$ cat src/rtl/deserializer_5bit.sv
// deserializer_5bit: MSB-first serial-to-parallel receiver with 2-entry valid/ready output buffer.
// Optional even-parity frame checking is enabled by defining SERDES_PARITY_EN.
module deserializer_5bit #(
    parameter int DATA_W = 5
) (
    input  logic              clk,
    input  logic              reset,
    input  logic              serial_i,
    input  logic              frame_i,
    output logic [DATA_W-1:0] data_o,
    output logic              valid_o,
    input  logic              ready_i,
    output logic              busy_o,
    output logic              overflow_o,
    output logic              parity_err_o
);
    localparam int CW = $clog2(DATA_W);
`ifdef SERDES_PARITY_EN
    typedef enum logic [1:0] {IDLE, SHIFT, PARITY} state_t;
`else
    typedef enum logic [1:0] {IDLE, SHIFT} state_t;
`endif
    state_t            r_state, w_next;
    logic [CW-1:0]     r_cnt;
    logic [DATA_W-1:0] r_sreg, w_word;
    logic [DATA_W-1:0] r_mem [2];
    logic              r_rd, r_wr, r_ovf, r_perr;
    logic [1:0]        r_count;
    logic              w_push, w_perr, w_pop, w_full, w_wr;
    assign w_pop  = (r_count != 2'd0) && ready_i;
    assign w_full = (r_count == 2'd2);
    assign w_wr   = w_push && (!w_full || w_pop);
    // state register
    always_ff @(posedge clk) begin
        if (!reset) r_state <= IDLE;
        else r_state <= w_next;
    end
    // next-state, completed word and push/parity-error decisions
    always_comb begin
        w_next = r_state;
        w_push = 1'b0;
        w_perr = 1'b0;
        w_word = {r_sreg[DATA_W-2:0], serial_i};
        case (r_state)
            IDLE: w_next = frame_i ? SHIFT : IDLE;
            SHIFT: begin
                if (r_cnt == CW'(DATA_W-1)) begin
`ifdef SERDES_PARITY_EN
                    w_next = PARITY;
`else
                    w_next = IDLE;
                    w_push = 1'b1;
`endif
                end
            end
`ifdef SERDES_PARITY_EN
            PARITY: begin
                w_next = IDLE;
                w_word = r_sreg;
                w_push = ~(^r_sreg ^ serial_i);
                w_perr = ^r_sreg ^ serial_i;
            end
`endif
            default: w_next = IDLE;
        endcase
    end
    // shift register and bit counter; MSB is loaded low and shifted up to the top
    always_ff @(posedge clk) begin
        if (!reset) begin
            r_sreg <= '0;
            r_cnt  <= '0;
        end else if (r_state == IDLE) begin
            if (frame_i) begin
                r_sreg <= {{(DATA_W-1){1'b0}}, serial_i};
                r_cnt  <= CW'(1);
            end
        end else if (r_state == SHIFT) begin
            r_sreg <= {r_sreg[DATA_W-2:0], serial_i};
            r_cnt  <= (r_cnt == CW'(DATA_W-1)) ? '0 : r_cnt + CW'(1);
        end
    end
    // 2-entry output FIFO plus registered overflow/parity-error pulses
    always_ff @(posedge clk) begin
        if (!reset) begin
            r_mem[0] <= '0;
            r_mem[1] <= '0;
            r_rd     <= 1'b0;
            r_wr     <= 1'b0;
            r_count  <= 2'd0;
            r_ovf    <= 1'b0;
            r_perr   <= 1'b0;
        end else begin
            if (w_wr) begin
                r_mem[r_wr] <= w_word;
                r_wr        <= ~r_wr;
            end
            if (w_pop) r_rd <= ~r_rd;
            r_count <= r_count + {1'b0, w_wr} - {1'b0, w_pop};
            r_ovf   <= w_push && w_full && !w_pop;
            r_perr  <= w_perr;
        end
    end
    assign data_o       = r_mem[r_rd];
    assign valid_o      = (r_count != 2'd0);
    assign busy_o       = (r_state != IDLE);
    assign overflow_o   = r_ovf;
    assign parity_err_o = r_perr;
endmodule

$ cat config.mk
export PLATFORM = sky130hd
export DESIGN_NAME = deserializer_5bit
export DESIGN_NICKNAME = d
export VERILOG_FILES = /design/src/rtl/deserializer_5bit.sv
export SDC_FILE = /design/constraint.sdc
export NUM_CORES = 1
export LEC_CHECK = 0
export ABC_AREA = 1
export BUFFER_PORTS_ARGS = -buffer_cell sky130_fd_sc_hd__buf_2
export CORE_UTILIZATION = 35
export CTS_CLUSTER_DIAMETER = 60
export DETAILED_ROUTE_END_ITERATION = 6
export GPL_TIMING_DRIVEN = 0
export HOLD_SLACK_MARGIN = 0.12
export PLACE_DENSITY = 0.49
export RECOVER_POWER = 25
export SLEW_MARGIN = 20
export SYNTH_ARGS = -nofsm -noshare
export SYNTH_HDL_FRONTEND = slang
export SYNTH_SLANG_ARGS = --single-unit
$ cat constraint.sdc
create_clock -name clk -period 2.5 [get_ports clk]
set_input_delay 0.25 -clock clk [delete_from_list [all_inputs] [get_ports clk]]
set_output_delay 0.25 -clock clk [all_outputs]
set_load 0.03 [all_outputs]
=== Yosys cells after proc, flatten, opt, wreduce, memory -nomap -nowiden ===
Memory sizes are Yosys's and may differ from the RTL's. A register that Yosys moved wholly into a read port is not among the register bits.
Cells that the tools add are included.

* Bits in registers: 14
* Memory bits (writable): 10
* Input port bits: 5
* Output and inout port bits: 9
* Logic and storage cells: 52
* Memories: 1

{| class="wikitable"
|+ Memories
! memory !! depth !! width !! rd ports !! clocked after Yosys merged registers in !! wr ports !! line !! RTL
|-
| r_mem || 2 || 5 || 1 || 1 || 2 || 26 || <nowiki>logic [DATA_W-1:0] r_mem [2];</nowiki>
|}

* $add $sub $neg: 3
* Equal/unequal tests: 5
* Multiplexer cells: 21
* Bitwise gates (word level): 2
* Reductions and logical operators: 13

{| class="wikitable"
|+ Operators with widths
! kind !! count
|-
| two-way mux 3 bit || 4
|-
| two-way mux 4 bit || 3
|-
| two-way mux 1 bit || 11
|-
| nonzero test 2 bit || 3
|-
| two-way mux 5 bit || 1
|-
| OR reduction 5 bit || 1
|-
| logical AND 1 bit || 4
|-
| inequality test 2 bit, second input constant || 2
|-
| case mux 2 bit (2 select lines) || 1
|-
| adder 3 x 1 -> 3 bit, second input constant || 1
|-
| == test 3 bit, second input constant || 1
|-
| adder 2 x 1 -> 2 bit || 1
|-
| == test 2 x 1 -> 1 bit, second input constant || 1
|-
| == test 2 bit, second input constant || 1
|-
| logical NOT 1 bit || 2
|-
| logical NOT 2 bit || 1
|-
| two-way mux 2 bit || 1
|-
| inverter 1 bit || 2
|-
| AND reduction 2 bit || 1
|-
| subtractor 2 x 1 -> 2 bit || 1
|-
| logical OR 1 bit || 1
|}

=== Longest topological paths before layout ===
* Depth after elaboration: 9
* Gate-level depth with buffers: 12
* Mapped depth without buffers: 12

=== Worst setup path before layout ===
Ideal clock, no wire load.

* Path type: flip-flop to flip-flop
* Start point: register r_state[0]
* End point: register r_count[1]
* Setup time: 0.115 ns
* Arrival time: 1.896 ns
* Path slack: 0.489 ns
* Stages on the path, launching flop included: 10
* Period minus slack after synthesis: 2.011 ns
* Cells stage by stage: dfxtp_1 inv_2 nor2_4 nand2_1 ha_1 inv_1 ha_1 or2_2 a21oi_1 nor2_1

* Cells in the longest elaborated chain, start to end: 5

{| class="wikitable"
|+ Ends and longest elaborated chain
! item !! line !! RTL
|-
| start, declared || 23 || <nowiki>state_t r_state, w_next;</nowiki>
|-
| start signal, assigned || 36 || <nowiki>else r_state <= w_next;</nowiki>
|-
| == test 2 x 1 -> 1 bit || 44 || <nowiki>case (r_state)</nowiki>
|-
| two-way mux 1 bit || 44 ||
|-
| logical AND 1 bit || 32 || <nowiki>assign w_wr = w_push && (!w_full || w_pop);</nowiki>
|-
| adder 2 x 1 -> 2 bit || 98 || <nowiki>r_count <= r_count + {1'b0, w_wr} - {1'b0, w_pop};</nowiki>
|-
| subtractor 2 x 1 -> 2 bit || 98 ||
|-
| end signal, assigned || 98 ||
|-
| end, declared || 28 || <nowiki>logic [1:0] r_count;</nowiki>
|}

No other way between the ends.
A chain may end at the register's enable or synchronous reset.

=== Worst setup path after layout ===
* Start point: register r_cnt[0]
* End point: register r_count[1]

* Cells in the longest elaborated chain, start to end: 6

{| class="wikitable"
|+ Ends and longest elaborated chain
! item !! line !! RTL
|-
| start, declared || 24 || <nowiki>logic [CW-1:0] r_cnt;</nowiki>
|-
| start signal, assigned || 79 || <nowiki>r_cnt <= (r_cnt == CW'(DATA_W-1)) ? '0 : r_cnt + CW'(1);</nowiki>
|-
| == test 3 bit || 47 || <nowiki>if (r_cnt == CW'(DATA_W-1)) begin</nowiki>
|-
| two-way mux 1 bit || 47 ||
|-
| two-way mux 1 bit || 44 ||
|-
| logical AND 1 bit || 32 ||
|-
| adder 2 x 1 -> 2 bit || 98 ||
|-
| subtractor 2 x 1 -> 2 bit || 98 ||
|}

No other way between the ends.

==> flow_summary.yaml <==
die:
  rows: 19
  core_sq_mm: 0.00283
  die-width_microns: 57.2
  pin_count: 14
  fp.dieH_microns: 57.2
  start_util: 0.376
  dieArea_sq_mm: 0.00327
power_and_ir_drop:
  comb_power_share: 0.092
  powerDensity_mw_per_mm2: 644
  p_sw_uw: 176
  peakVddDrop_mv: 0.340
  switching_share: 0.225
  seq_power_share: 0.549
  cellLeakagePower_nw: 0.518
  p_int_uw: 607
  clock_power_share: 0.358
global_routing:
  grt_overflow: 0
  grt_pass1_wl_microns: 2960
  antenna_found_initial: 0
  grt_max_degree: 15
  grt_pass1_vias: 685
  globalRouteTotalUtil: 0.121
cts:
  post-cts-setup-buffers: 0
  holdBufCountCts: 0
  cts_buffers: 3
  clkTransAtPathRegs_ps: 130
  clockBufferDepth: 2
  clockRootBuffer: "clkbuf_4"
  h-tree-depth: 1
  post_cts_resized: 0
  clock_sinks: 24
  cts_tree: "yes"
  insertion_delay_ps: 320
detailed_routing:
  drt-initial-drc-count: 21
  first_pass_iters: 6
  vias: 753
  wire_per_inst_microns: 10.7
  met2_length_microns: 795
  routed.top_layer: "met4"
  drc: 6
  ant_nets: 0
  routed_wl_microns: 1730
  met3WireLength_microns: 82
  viasPerCell: 4.68
  wl_met1_microns: 836
critical_path:
  crit_chain: "inv_1, ha_1, nand2_1, nor2_4, nand2_1, ha_1, inv_1, ha_1, or2_2, a21oi_1, nor2_1"
  cp_slowest_stage_delay_ps: 350
  cp_max_fo: 4
  crit_buf_inv: 2
  crit_top_cell: "ha_1"
  cp_top_family: "simple AND/OR/NAND/NOR gates"
  required_ps: 2730
  path_class: "reg2reg"
  critPathArrivalTime_ps: 2320
  critPathCaptureType: "flop"
  startpoint_type: "flop"
  crit_slowest_cell: "dfxtp_1"
final_layout:
  area_growth_pct: 14.1
  final_util: 0.429
  n_antenna_cell: 0
  nNetsFinal: 140
  final_area_sq_mm: 0.00121
  drive_gt1_frac: 0.208
  fill_cells: 281
yosys:
  synth_top_cells_by_area: "edfxtp_1, dfxtp_1, nand2_1"
  synth_common_cells: "nand2_1, inv_1, nor2_1, dfxtp_1, edfxtp_1"
  syn_area_per_cell_sq_um: 9.34
  synth_seq_area_share: 0.545
  post-synth-top-count-cell: "nand2_1"
  synth_warnings: 0
  ys.flop_type: "dfxtp_1"
  syn-num-nets: 123
  synth_area_sq_mm: 0.00106
  ys_seq_elements: 24
  synth_top_cell_area_share: 0.282
  synth_top_area_cell: "edfxtp_1"
  async_reset_ff_frac: 0
  synthCells: 114
  synth-edff-count: 10
  synth_cell_type_count: 19
status:
  status: "complete, but fails checks"
  violations: "DRC"
timing:
  skew_ps: 2.48
  finalSetupTns_ps: 0
  tightest_slew_ps: 504
  hold_violations: 0
  relSlewSlack: 0.663
  fin_crit_ps: 2080
  finalSetupViolations: 0
  period_share: 0.833
  report.final.slew_viol_count: 0
  rsz0062_at_grt: "no"
  max_freq_mhz: 480
placed_design:
  dpl.hpwl_microns: 1270
  placed_area_sq_mm: 0.00116
  place.gp.congestion: 0.700
  port_buffers: 12
run:
  cap_viol_max_count: 0
worst_hold_path:
  min_path_type: "in2reg"
[power groups by stage]
| stage | sequential, mW | clock [mW] | combinational [mW] |
|---|---|---|---|
| after floorplan | 0.439 | 0 | 0.0521 |
| after global placement | 0.439 | 0 | 0.0714 |
| after detailed placement | 0.439 | 0 | 0.0730 |
| after CTS | 0.430 | 0.289 | 0.0732 |
| after global routing | 0.432 | 0.309 | 0.0809 |
| final | 0.430 | 0.281 | 0.0724 |
[path summary, 6_finish.rpt]
check                               start    endpoint  slack, ps  cells after the start
worst min-delay path             serial_i   r_sreg[0]        240                      3
worst max-delay path             r_cnt[0]  r_count[1]        420                     11
worst max register to register   r_cnt[0]  r_count[1]        420                     11
worst min register to register  r_sreg[3]   r_sreg[3]        470                      2
[area by class of cell]
class / instances / area, sq um / share of cell area
flip-flops and latches: 24 / 581 / 0.478
multi-input cells: 69 / 400 / 0.330
inverters: 19 / 71.3 / 0.0587
clock buffers: 3 / 22.5 / 0.0185
plain buffers: 2 / 12.5 / 0.0103
repair buffers: 12 / 58.8 / 0.0484
clock inverters: 1 / 30.0 / 0.0247
well taps: 31 / 38.8 / 0.0319
[kinds of logic (layout without fill, tap and decap cells)]
family / Yosys count / in the layout / synth area share
compound gates: 13 / 13 / 0.0611
fa+ha+maj: 4 / 4 / 0.0470
buf+inv: 21 / 37 / 0.0787
flops: 24 / 24 / 0.545
mux: 5 / 5 / 0.0529
other cells: 1 / 1 / 0.00352
simple gates: 46 / 46 / 0.212
[placed cells by master (no fill, tap or decap)]
cell type / n
a21oi_1: 9
buf_2: 12
buf_4: 1
bufinv_16: 1
clkbuf_1: 1
clkbuf_4: 3
conb_1: 1
dfxtp_1: 14
edfxtp_1: 10
ha_1: 4
inv_1: 18
inv_2: 1
mux2_2: 5
nand2_1: 21
nand3_1: 3
nand4_4: 2
nor2_1: 16
nor2_4: 1
nor3_1: 1
nor4_1: 1
o21ai_0: 4
or2_2: 1
[worst reg2reg max path, cell delays in order (launching register included)]
cell     delay, ps
dfxtp_1        350
inv_1           90
ha_1           180
nand2_1        130
nor2_4         190
nand2_1        100
ha_1           290
inv_1           40
ha_1           170
or2_2          280
a21oi_1        130
nor2_1          50
[through the flow]
stage	power [mW]	hold WS [ps]	cells	setup WS (ps)
global placement	0.510	454	157	487
finish	0.783	238	161	417
global route	0.822	250	161	255
CTS	0.793	226	161	416
floorplan	0.491	441	114	489
detailed placement	0.512	462	157	427
[metal layers]
metal  GRT usage  up-vias
met5           0        -
met4      0.0418        0
met3      0.0499        2
met2       0.210       13
met1       0.134      340
li1            -      398
[sequential cells by signal, indices dropped and copies added, names as in the netlist, named ones only]
register,count
r_rd,1
r_state,1
r_count,2
r_sreg,4
r_cnt,3
r_wr,1
r_mem,10
overflow_o,1
No activity file was read; power rests on OpenSTA's default activity.
